--- config.mk ---
export PLATFORM = sky130hd
export DESIGN_NAME = gpio_edge_irq
export DESIGN_NICKNAME = d
export VERILOG_FILES = /design/src/rtl/gpio_edge_irq_pkg.sv /design/src/rtl/gpio_sync2.sv /design/src/rtl/gpio_edge_irq.sv
export SDC_FILE = /design/constraint.sdc
export NUM_CORES = 1
export LEC_CHECK = 0
export ABC_AREA = 1
export CAP_MARGIN = 20
export CORE_ASPECT_RATIO = 0.7
export CORE_MARGIN = 4
export CORE_UTILIZATION = 56
export CTS_BUF_LIST = sky130_fd_sc_hd__clkbuf_16
export DETAILED_ROUTE_END_ITERATION = 7
export PLACE_DENSITY = 0.84
export SETUP_SLACK_MARGIN = 0.05
export SLEW_MARGIN = 25
export SYNTH_ARGS = -nofsm -noshare
export SYNTH_HDL_FRONTEND = slang
export SYNTH_SLANG_ARGS = --single-unit
--- constraint.sdc ---
create_clock -name wb_clk -period 3.26 [get_ports wb_clk]
set_input_delay 0.652 -clock wb_clk [delete_from_list [all_inputs] [get_ports wb_clk]]
set_output_delay 0.652 -clock wb_clk [all_outputs]
set_load 0.02 [all_outputs]
--- src/rtl/gpio_edge_irq_pkg.sv ---
// gpio_edge_irq shared definitions.
// Register map constants and the edge-to-status helper.
package gpio_edge_irq_pkg;

  localparam int GPIO_W = 8;

  localparam logic [2:0] ADR_DATA = 3'd0;
  localparam logic [2:0] ADR_RISE = 3'd1;
  localparam logic [2:0] ADR_FALL = 3'd2;
  localparam logic [2:0] ADR_STAT = 3'd3;
  localparam logic [2:0] ADR_DBP  = 3'd4;

  function automatic logic [GPIO_W-1:0] edge_set(
    input logic [GPIO_W-1:0] cur,
    input logic [GPIO_W-1:0] prev,
    input logic [GPIO_W-1:0] rise,
    input logic [GPIO_W-1:0] fall
  );
    return (cur & ~prev & rise) | (~cur & prev & fall);
  endfunction

endpackage

--- src/rtl/gpio_sync2.sv ---
// gpio_sync2: two-flop synchronizer for asynchronous inputs.
// Each bit passes through two wb-clock flops before use.
module gpio_sync2 #(
  parameter int width = 8
) (
  input  logic             clk,
  input  logic             rst_n,
  input  logic [width-1:0] d,
  output logic [width-1:0] q
);

  logic [width-1:0] meta;

  always_ff @(posedge clk or negedge rst_n) begin
    if (!rst_n) begin
      meta <= '0;
      q    <= '0;
    end else begin
      meta <= d;
      q    <= meta;
    end
  end

endmodule

--- src/rtl/gpio_edge_irq.sv ---
// gpio_edge_irq: Wishbone GPIO edge detector with level interrupt.
// Optional debounce filter enabled by GPIO_EDGE_IRQ_DEBOUNCE_EN.
module gpio_edge_irq
  import gpio_edge_irq_pkg::*;
#(
  parameter int gpio_width   = 8,
  parameter int wb_dat_width = 8,
  parameter int wb_adr_width = 3
) (
  input  logic                    wb_clk,
  input  logic                    wb_rst,
  input  logic [wb_adr_width-1:0] wb_adr_i,
  input  logic [wb_dat_width-1:0] wb_dat_i,
  input  logic                    wb_we_i,
  input  logic                    wb_cyc_i,
  input  logic                    wb_stb_i,
  input  logic [2:0]              wb_cti_i,
  input  logic [1:0]              wb_bte_i,
  output logic [wb_dat_width-1:0] wb_dat_o,
  output logic                    wb_ack_o,
  output logic                    wb_err_o,
  output logic                    wb_rty_o,
  input  logic [gpio_width-1:0]   gpio_i,
  output logic                    irq_o
);

  logic [gpio_width-1:0] sync;
  logic [gpio_width-1:0] deb;
  logic [gpio_width-1:0] deb_q;
  logic [gpio_width-1:0] rise_en;
  logic [gpio_width-1:0] fall_en;
  logic [gpio_width-1:0] status;
  logic [gpio_width-1:0] hw_set;
  logic [gpio_width-1:0] w1c;
  logic [gpio_width-1:0] dbp_rd;
  logic [wb_dat_width-1:0] rd_dat;
  logic wr;
  logic unused_ok;

  assign unused_ok = ^{wb_cyc_i, wb_cti_i, wb_bte_i};
  assign wb_err_o  = 1'b0;
  assign wb_rty_o  = 1'b0;

  gpio_sync2 #(
    .width(gpio_width)
  ) u_sync (
    .clk  (wb_clk),
    .rst_n(wb_rst),
    .d    (gpio_i),
    .q    (sync)
  );

  assign wr = wb_stb_i & wb_we_i & ~wb_ack_o;

`ifdef GPIO_EDGE_IRQ_DEBOUNCE_EN
  logic [7:0] db_period;
  logic [7:0] presc;
  logic [gpio_width-1:0] smp;
  logic [gpio_width-1:0] deb_r;
  logic [gpio_width-1:0] agree;
  logic tick;

  assign tick  = (presc == 8'd0);
  assign agree = ~(sync ^ smp);

  always_ff @(posedge wb_clk or negedge wb_rst) begin
    if (!wb_rst) begin
      db_period <= '0;
      presc     <= '0;
      smp       <= '0;
      deb_r     <= '0;
    end else begin
      if (wr && wb_adr_i == ADR_DBP)
        db_period <= wb_dat_i;
      // new period takes effect at the next reload only
      presc <= tick ? db_period : presc - 8'd1;
      if (tick) begin
        smp   <= sync;
        deb_r <= (deb_r & ~agree) | (sync & agree);
      end
    end
  end

  assign deb    = deb_r;
  assign dbp_rd = db_period;
`else
  assign deb    = sync;
  assign dbp_rd = '0;
`endif

  assign hw_set = edge_set(deb, deb_q, rise_en, fall_en);
  assign w1c    = (wr && wb_adr_i == ADR_STAT) ? wb_dat_i : '0;

  always_comb begin
    rd_dat = '0;
    unique case (1'b1)
      (wb_adr_i == ADR_DATA): rd_dat = deb;
      (wb_adr_i == ADR_RISE): rd_dat = rise_en;
      (wb_adr_i == ADR_FALL): rd_dat = fall_en;
      (wb_adr_i == ADR_STAT): rd_dat = status;
      (wb_adr_i == ADR_DBP):  rd_dat = dbp_rd;
      default:                rd_dat = '0;
    endcase
  end

  always_ff @(posedge wb_clk or negedge wb_rst) begin
    if (!wb_rst) begin
      deb_q    <= '0;
      rise_en  <= '0;
      fall_en  <= '0;
      status   <= '0;
      wb_ack_o <= 1'b0;
      wb_dat_o <= '0;
    end else begin
      deb_q    <= deb;
      wb_ack_o <= wb_stb_i & ~wb_ack_o;
      wb_dat_o <= rd_dat;
      if (wr && wb_adr_i == ADR_RISE)
        rise_en <= wb_dat_i;
      if (wr && wb_adr_i == ADR_FALL)
        fall_en <= wb_dat_i;
      // hardware set wins over a same-cycle clear
      status <= (status & ~w1c) | hw_set;
    end
  end

  assign irq_o = |status;

endmodule

### Word-level counts from Yosys, hierarchy flattened

Cells that the tools add are included.

* register bits: 57
* bits in latches: 0
* memory bits (writable): 0
* memory bits (read-only): 0
* input bits: 29
* output and inout bits: 12
* logic and storage cells: 32
* memories: 0

* add/subtract/negate cells: 0
* multipliers: 0
* divide/modulo/power cells: 0
* magnitude comparators: 0
* equal/unequal tests: 3
* shift operators: 0
* muxes and demuxes: 2
* bitwise logic cells: 14
* reduce and logical (&&, ||, !) cells: 5

Operators with widths (count)
* 8-bit AND: 5
* 8-bit case mux with 4 select lines: 1
* 8-bit inverter: 3
* 8-bit bitwise OR: 2
* 8-bit 2-to-1 mux: 1
* 8-bit OR reduction: 1
* 3-bit by 2-bit == test with 1-bit output, second input constant: 2
* 1-bit AND: 3
* 3-bit by 1-bit == test with 1-bit output, second input constant: 1
* 1-bit logical AND: 3
* 3-bit zero test: 1
* 1-bit inverter: 1

### Longest topological paths before layout

Gate-level depths: netlist of the first run.

* word-level depth: 7
* mapped depth: 6
* mapped depth without buffers: 6

### Cells and area by module

From an unflattened synthesis of the first run, not the netlist that was laid out.

* cell total of the unflattened synthesis: 277
* area total of the unflattened synthesis: 2382.3 um^2

Modules (own cells, without submodules)
* gpio_edge_irq: times used 1, cells each 261, area each 1981.9 um^2, sequential area each 1026.0 um^2
* gpio_sync2: times used 1, cells each 16, area each 400.4 um^2, sequential area each 400.4 um^2

### Least setup slack after synthesis of the first run

OpenSTA, ideal clock, no wires.

* path type: flip-flop to output port
* start point: register status[0]
* end point: output port irq_o
* arrival: 0.698 ns
* data required time: 2.608 ns
* path slack: 1.910 ns
* stages on the path, launching flop included: 3
* path buffers: 0
* cells stage by stage: dfrtp_1 > nor2_1 > nand4_1

* longest elaborated chain between the ends: 1

Ends and longest elaborated chain
* from (decl): line gpio_edge_irq.sv:32 `logic [gpio_width-1:0] status;`
* from (signal assigned): line gpio_edge_irq.sv:123 `status <= (status & ~w1c) | hw_set;`
* 8-bit OR reduction: line gpio_edge_irq.sv:127 `assign irq_o = |status;`
* to (decl): line gpio_edge_irq.sv:24 `output logic irq_o`

No other way between the ends.

### Final worst setup path of the first run

* start point: register status[5]
* end point: output port irq_o

The elaborated chain is that of the path after synthesis.

==> flow_summary.ini, run 1 <==
[timing]
grt_setup_unrepaired = false
setup_viol_count_final = 0
worst_case_clock_skew_ns = 0.00356
relative_slew_margins = 0.611
period_minus_slack_ns = 2.22
timing.setup.tns_ns = 0
post-route-period-util = 0.680
fmax_ghz = 0.451
timing.final.max_slew_violations = 0
count_of_endpoints_failing_hold_in_the_final_timing_report = 0
timing_worst_slew_pin_value_ns = 0.581

[setup_path]
sort_of_element_at_the_end_of_the_critical_path = output port
critPathRequiredTime_ns = 2.61
worstPathBufferInverterCount = 1
startpoint_to_endpoint_class_of_the_critical_path = register to output port
critical_path_peak_fanout = 3
critPathLaunchType = register
critical_path.slowest_cell = clkdlybuf4s50_1
worstPathCellList = nor2_1 -> nand4_1 -> clkdlybuf4s50_1
wp_data_arrival_ns = 1.56
critical_path.max_stage_delay_ns = 0.56
cp-startpoint = status[5]
critical-path-top-delay-family = buffers and inverters
r2r_start = wb_ack_o

[synthesis]
synth.cells.most_frequent = nand2_1, dfrtp_1, nand3_1
synth_warnings = 0
ys_top_cells_by_area = dfrtp_1, nand2_1, nand3_1
seq_area_frac_synth = 0.611
synth_top_cell_by_area = dfrtp_1
synthCells = 244
yosys.cell_count.top_type = nand2_1
synth-edff-count = 0
synth-main-ff-cell = dfrtp_1
synth_top_cell_area_share = 0.611
synth_area_mm2 = 0.00233
synth_seq_cells = 57
postSynth.asyncResetShare = 1.00
post_synth_num_cell_types = 19
postSynthAreaPerCell_um2 = 9.56

[cts]
cts.repair.resized = 0
cts_hold_buffers = 0
post_cts_setup_repair_buffer_count = 0
cts_tree = built
tritoncts.num_buffers = 9
cts_sinks = 57
clk_latency_ns = 0.32
cts.clk_slew.worst_paths_ns = 0.05
ctsRootBufferMaster = clkbuf_16
clockBufferDepth = 2
h-tree-depth = 3

[finish]
ff_latch_area_mm2 = 0.00143
num-fill-cells = 282
final_core_utilization = 0.740
flow.area_growth_from_synthesis_pct = 25.9
antenna_cells = 0
multi_input_comb_area_um2 = 800
numnets_final = 313
final_layout_size_suffix_gt1_frac = 0.0972

[floorplan]
die_h_um = 62.0
io_pins = 41
die_area_mm2 = 0.00528
start_util = 0.588
num_rows = 19
floorplan.core_area_mm2 = 0.00397
floorplan.die.width_um = 85.2

[placed_design]
detailedPlacementHpwl_um = 3270
gp_congestion = 0.835
place.port_buffers = 32

[pwr]
vdd_ir_drop_max_mv = 0.570
power_per_cell_area_mw_per_mm2 = 630
p_leak_nw = 1.38
power.total_w = 0.00185

[drt]
antenna_violating_nets_post_route = 0
drt_iter0_markers = 107
drt-vias-per-instance = 5.25
vias = 1786
drt_first_pass_iters = 5
drc = 0
post_drt_wl_per_cell_um = 14.4
drt_wl_total_um = 4880

[global_routing]
grt_use_total = 0.219
grt_antenna_before_repair = 0
largest_net_degree_at_the_start_of_global_routing = 23
via_count_of_the_first_global_routing_pass = 1801
grt_pass1_wl_um = 8390
grt_remaining_overflow = 0

[run_status]
outcome = complete, no violations

[flow_run]
drv.max_cap_violation_count = 0

[hold_path]
worstHoldPathType = primary input to asynchronous set/reset pin
-- flip-flops by register name, indices dropped and copies added (netlist names) --
name and flops:
deb_q 8, rise_en 8, wb_ack_o 1, u_sync.q 8
fall_en 8, status 8, u_sync.meta 8, wb_dat_o 8
-- final timing paths --
path	endpoint	slack, ns	depth (start not counted)
max in group asynchronous	wb_dat_o[1]	2.33	2
min in group wb_clk	u_sync.q[5]	0.34	0
max	irq_o	1.04	3
max reg2reg	fall_en[1]	2.00	4
min reg2reg	u_sync.q[5]	0.34	0
min	u_sync.q[5]	0.29	1
-- cells by family after synthesis --
family / after synthesis / synth area share
other cells: 1 / 0.00161
buf+inv: 21 / 0.0477
simple gates: 165 / 0.339
flops: 57 / 0.611
-- power breakdown --
| group | switching (W) | internal (W) | leakage (nW) |
|---|---|---|---|
| Sequential | 0.0000608 | 0.000794 | 0.677 |
| Combinational | 0.000121 | 0.0000917 | 0.579 |
| Clock | 0.000289 | 0.000494 | 0.127 |
| Total | 0.000470 | 0.00138 | 1.38 |
-- worst register-to-register path, cell delays in order (launching register included) --
cell	delay (ns)
dfrtp_1	0.45
nor2_8	0.25
nand3_2	0.25
nand2_1	0.15
nand2_1	0.06
-- layout make-up --
cell class / instances / area share
Sequential cell: 57 / 0.486
Multi-Input combinational cell: 167 / 0.272
Timing Repair Buffer: 35 / 0.115
Clock buffer: 9 / 0.0767
Tap cell: 52 / 0.0221
Inverter: 14 / 0.0196
Clock inverter: 6 / 0.00894
-- per-layer routing --
layer,track usage,wire [um],up-vias,part of all wire
met5,0,0,-,0
li1,-,-,869,-
met1,0.276,2050,841,0.42
met3,0.0975,457,7,0.094
met4,0.0858,60,0,0.012
met2,0.340,2320,69,0.47
-- layout by cell type, fill, tap and decap left out, types with 3 or more instances in the layout --
cell	count
nand2_1	91
dfrtp_1	57
clkdlybuf4s50_1	31
nand3_1	29
nor2_1	19
nand4_1	17
inv_1	11
clkbuf_16	9
nor2_4	3
clkinv_1	3
clkinv_2	3
buf_4	3
-- per-stage QoR --
| step | area [um^2] | worst slack, ns | cells | hold slack, ns |
|---|---|---|---|---|
| 6_report | 2940 | 1.04 | 340 | 0.289 |
| 5_1_grt | 2940 | 0.962 | 340 | 0.320 |
| 4_1_cts | 2940 | 1.02 | 340 | 0.300 |
| 3_5_place_dp | 2690 | 0.864 | 325 | 0.335 |
| 3_3_place_gp | 2690 | 0.877 | 325 | 0.333 |
| 2_1_floorplan | 2340 | 1.91 | 245 | 0.331 |
Power figures use the tool's default switching activity.
==> inputs of run 2 (changes only) <==
- CORE_UTILIZATION: 56 -> 47
- PLACE_DENSITY: 0.84 -> 0.75
- clock period: 3.26 -> 1.81 ns (I/O delays scaled with it)
==> flow_summary.ini, run 2 (synthesis results as in run 1) <==
[run_status]
outcome = complete, no violations

[floorplan]
start_util = 0.488
num_rows = 21
io_pins = 41
floorplan.die.width_um = 92.2
die_area_mm2 = 0.00617
die_h_um = 67.0
floorplan.core_area_mm2 = 0.00478

[drt]
antenna_violating_nets_post_route = 0
post_drt_wl_per_cell_um = 14.1
drc = 0
drt_first_pass_iters = 4
drt_iter0_markers = 149
drt_wl_total_um = 5140
vias = 1860
drt-vias-per-instance = 5.10

[global_routing]
grt_antenna_before_repair = 0
grt_pass1_wl_um = 8700
via_count_of_the_first_global_routing_pass = 1836
largest_net_degree_at_the_start_of_global_routing = 58
grt_use_total = 0.192
grt_remaining_overflow = 0

[pwr]
power_per_cell_area_mw_per_mm2 = 1150
vdd_ir_drop_max_mv = 0.680
p_leak_nw = 1.44

[timing]
timing.setup.tns_ns = 0
grt_setup_unrepaired = false
worst_slack_ns = 0.155
count_of_endpoints_failing_hold_in_the_final_timing_report = 0
setup_viol_count_final = 0
fmax_ghz = 0.604
worst_case_clock_skew_ns = 0.00510
post-route-period-util = 0.914
period_minus_slack_ns = 1.65
timing.final.max_slew_violations = 0

[hold_path]
worstHoldPathType = primary input to asynchronous set/reset pin

[setup_path]
startpoint_to_endpoint_class_of_the_critical_path = register to output port
critical_path.slowest_cell = dfrtp_1
wp_data_arrival_ns = 1.29
reg2reg_setup_slack_ns = 0.58
worst_r2r_endpoint = fall_en[5]
critical_path_peak_fanout = 3
critical_path.max_stage_delay_ns = 0.39
reg2regPathDepth = 5
r2r_start = wb_ack_o
worstPathCellList = nor2_1 -> nand4_1 -> dlygate4sd2_1
critPathLaunchType = register
critPathRequiredTime_ns = 1.45
sort_of_element_at_the_end_of_the_critical_path = output port

[cts]
clockBufferDepth = 2
cts.clk_slew.worst_paths_ns = 0.05
ctsRootBufferMaster = clkbuf_16
cts_sinks = 57
cts_tree = built
post_cts_setup_repair_buffer_count = 0
tritoncts.num_buffers = 9
clk_latency_ns = 0.33
h-tree-depth = 3

[finish]
fin_cells = 365
final_layout_size_suffix_gt1_frac = 0.132
most-common-layout-cells = nand2_1, dfrtp_1, nand3_1, clkdlybuf4s50_1, nor2_1
antenna_cells = 0
layout_commonest_cell = nand2_1
flow.area_growth_from_synthesis_pct = 31.8
numnets_final = 321

[placed_design]
place.port_buffers = 32
detailedPlacementHpwl_um = 3400
gp_congestion = 0.786
post-place-cells = 350
post-place-ws_ns = 0.0702

[flow_run]
drv.max_cap_violation_count = 0
## run 2: worst max-delay path by stage
stage                     slack, ns        start  cells past startpoint    endpoint
after floorplan                0.68     wb_ack_o                      5  fall_en[0]
after global placement         0.10  wb_adr_i[2]                      6  fall_en[0]
after detailed placement       0.07  wb_adr_i[2]                      6  rise_en[7]
after CTS                      0.14    status[0]                      3       irq_o
after global routing            0.1    status[0]                      3       irq_o
final                          0.16    status[0]                      3       irq_o
## run 2: area by class of cell
| cell class | count | area [um^2] |
|---|---|---|
| Clock buffer | 9 | 225 |
| Tap cell | 69 | 86.3 |
| Clock inverter | 6 | 60.1 |
| Inverter | 14 | 57.6 |
| Sequential cell | 57 | 1430 |
| Multi-Input combinational cell | 167 | 800 |
| Fill cell | 403 | 1710 |
| Timing Repair Buffer | 43 | 420 |
## run 2: through the flow
step | power, W | instance area, um^2 | utilization | hold slack [ns]
after floorplan | 0.00175 | 2340 | - | 0.0664
after global placement | 0.00194 | 2790 | 0.584 | 0.332
after detailed placement | 0.00196 | 2790 | 0.584 | 0.335
after CTS | 0.00358 | 3080 | 0.643 | 0.0436
after global routing | 0.00370 | 3080 | 0.643 | 0.0669
final | 0.00355 | 3080 | 0.643 | 0.0401
## run 2: power by group
| group | leakage (nW) | switching [W] | internal (W) |
|---|---|---|---|
| sequential | 0.677 | 0.000112 | 0.00143 |
| clock | 0.137 | 0.000557 | 0.00105 |
| combinational | 0.629 | 0.000221 | 0.000181 |
## run 2: what timing repair did
action,CTS,global route
hold buffers,0,0
gates resized for setup,2,0
setup endpoints to repair,2,0
## run 2: critical path: cells and delay by family, from the launching register on
family | cells | cell delay, ns
buffers and inverters | 1 | 0.33
flip-flops | 1 | 0.39
AND/OR/NAND/NOR | 2 | 0.24
## run 2: routing by layer
| metal | up-vias | share of wire | global-route usage |
|---|---|---|---|
| met5 | - | 0 | 0 |
| met4 | 0 | 0.020 | 0.0722 |
| met3 | 13 | 0.11 | 0.0926 |
| met2 | 78 | 0.46 | 0.300 |
| met1 | 886 | 0.41 | 0.231 |
| li1 | 883 | - | - |
==> inputs of run 3 (changes only) <==
- HOLD_SLACK_MARGIN: not set -> 0.15
==> flow_summary.ini, run 3 (synthesis results as in run 1) <==
[setup_path]
sort_of_element_at_the_end_of_the_critical_path = output port
critPathLaunchType = register
wp_data_arrival_ns = 1.30
critical_path_peak_fanout = 3
startpoint_to_endpoint_class_of_the_critical_path = register to output port
critPathRequiredTime_ns = 1.45

[cts]
h-tree-depth = 3
clockBufferDepth = 2
tritoncts.num_buffers = 9
cts_sinks = 57
ctsRootBufferMaster = clkbuf_16
cts_tree = built
post_cts_setup_repair_buffer_count = 0
cts.clk_slew.worst_paths_ns = 0.05
clk_latency_ns = 0.33

[global_routing]
largest_net_degree_at_the_start_of_global_routing = 58
via_count_of_the_first_global_routing_pass = 1839
grt_pass1_wl_um = 8720
grt_remaining_overflow = 0
grt_antenna_before_repair = 0
grt_use_total = 0.192

[finish]
layout_commonest_cell = nand2_1
numnets_final = 322
flow.area_growth_from_synthesis_pct = 32.2
num-fill-cells = 402
final_layout_size_suffix_gt1_frac = 0.131
most-common-layout-cells = nand2_1, dfrtp_1, nand3_1, clkdlybuf4s50_1, nor2_1
antenna_cells = 0

[drt]
vias = 1855
drt_wl_total_um = 5090
antenna_violating_nets_post_route = 0
drt_first_pass_iters = 4
drt-vias-per-instance = 5.07
drc = 0
post_drt_wl_per_cell_um = 13.9
drt_iter0_markers = 141

[floorplan]
num_rows = 21
die_h_um = 67.0
floorplan.core_area_mm2 = 0.00478
die_area_mm2 = 0.00617
floorplan.die.width_um = 92.2
io_pins = 41
start_util = 0.488

[placed_design]
gp_congestion = 0.786
detailedPlacementHpwl_um = 3400
place.port_buffers = 32

[timing]
count_of_endpoints_failing_hold_in_the_final_timing_report = 0
fin_worst_hold_slack_ns = 0.342
timing.final.max_slew_violations = 0
fmax_ghz = 0.603
worst_case_clock_skew_ns = 0.00416
grt_setup_unrepaired = false
period_minus_slack_ns = 1.66
timing.setup.tns_ns = 0
post-route-period-util = 0.916
setup_viol_count_final = 0

[pwr]
power.sequential.fraction = 0.434
p_switching_w = 0.000890
comb_power_share = 0.113
internal_power_w = 0.00266
vdd_ir_drop_max_mv = 0.680
p_leak_nw = 1.45
p_sw_frac = 0.251
pwr-share-clk = 0.452
power_per_cell_area_mw_per_mm2 = 1150

[hold_path]
worstHoldPathType = register to register

[flow_run]
drv.max_cap_violation_count = 0

[run_status]
outcome = complete, no violations
[run 3: cell count changes in the layout (fill, tap and decap cells not counted), sizes merged]
cell and delta:
dlygate4sd3 +1
[run 3: worst max-delay path, stage by stage (launching register included)]
cell,delay (ns)
dfrtp_1,0.42
nor2_1,0.13
nand4_1,0.09
dlygate4sd2_1,0.34
[run 3: final timing paths]
check                               start     endpoint  slack (ns)  depth (start not counted)
min in group asynchronous          wb_rst  u_sync.q[5]        0.57                          3
min reg2reg                u_sync.meta[5]  u_sync.q[5]        0.34                          0
max                             status[5]        irq_o        0.15                          3
max in group asynchronous          wb_rst   fall_en[0]        0.99                          3
max reg2reg                      wb_ack_o   rise_en[7]        0.59                          5
min                        u_sync.meta[5]  u_sync.q[5]        0.34                          0
[run 3: power groups by stage]
| stage | registers, W | clock network (W) | logic [W] |
|---|---|---|---|
| 3_3_place_gp | 0.00155 | 0 | 0.000390 |
| 5_1_grt | 0.00156 | 0.00168 | 0.000455 |
| 3_5_place_dp | 0.00156 | 0 | 0.000402 |
| 4_1_cts | 0.00154 | 0.00163 | 0.000408 |
| 6_report | 0.00154 | 0.00160 | 0.000403 |
| 2_1_floorplan | 0.00155 | 0 | 0.000199 |
[run 3: stage by stage]
stage / worst slack, ns / utilization / total power [W] / cells / area [um^2]
floorplan: 0.681 / - / 0.00175 / 245 / 2340
global placement: 0.101 / 0.584 / 0.00194 / 350 / 2790
detailed placement: 0.0702 / 0.584 / 0.00196 / 350 / 2790
CTS: 0.140 / 0.645 / 0.00358 / 366 / 3090
global route: 0.0960 / 0.645 / 0.00370 / 366 / 3090
finish: 0.152 / 0.645 / 0.00355 / 366 / 3090
[run 3: cell type report]
| cell class | instances | area [um^2] | area share |
|---|---|---|---|
| clock buffers | 9 | 225 | 0.0730 |
| multi-input cells | 167 | 800 | 0.259 |
| well taps | 69 | 86.3 | 0.0280 |
| flip-flops and latches | 57 | 1430 | 0.462 |
| clock inverters | 6 | 60.1 | 0.0195 |
| repair buffers | 44 | 430 | 0.139 |
| inverters | 14 | 57.6 | 0.0187 |
[run 3: layer usage]
layer,part of all wire,track usage
met3,0.11,0.0914
met4,0.017,0.0722
met1,0.42,0.232
met5,0,0
met2,0.46,0.302
[run 3: timing repair]
item,CTS,global route
gates resized for setup,2,0
setup endpoints to repair,2,0
endpoints found under the hold margin,57,0
hold buffers,1,0
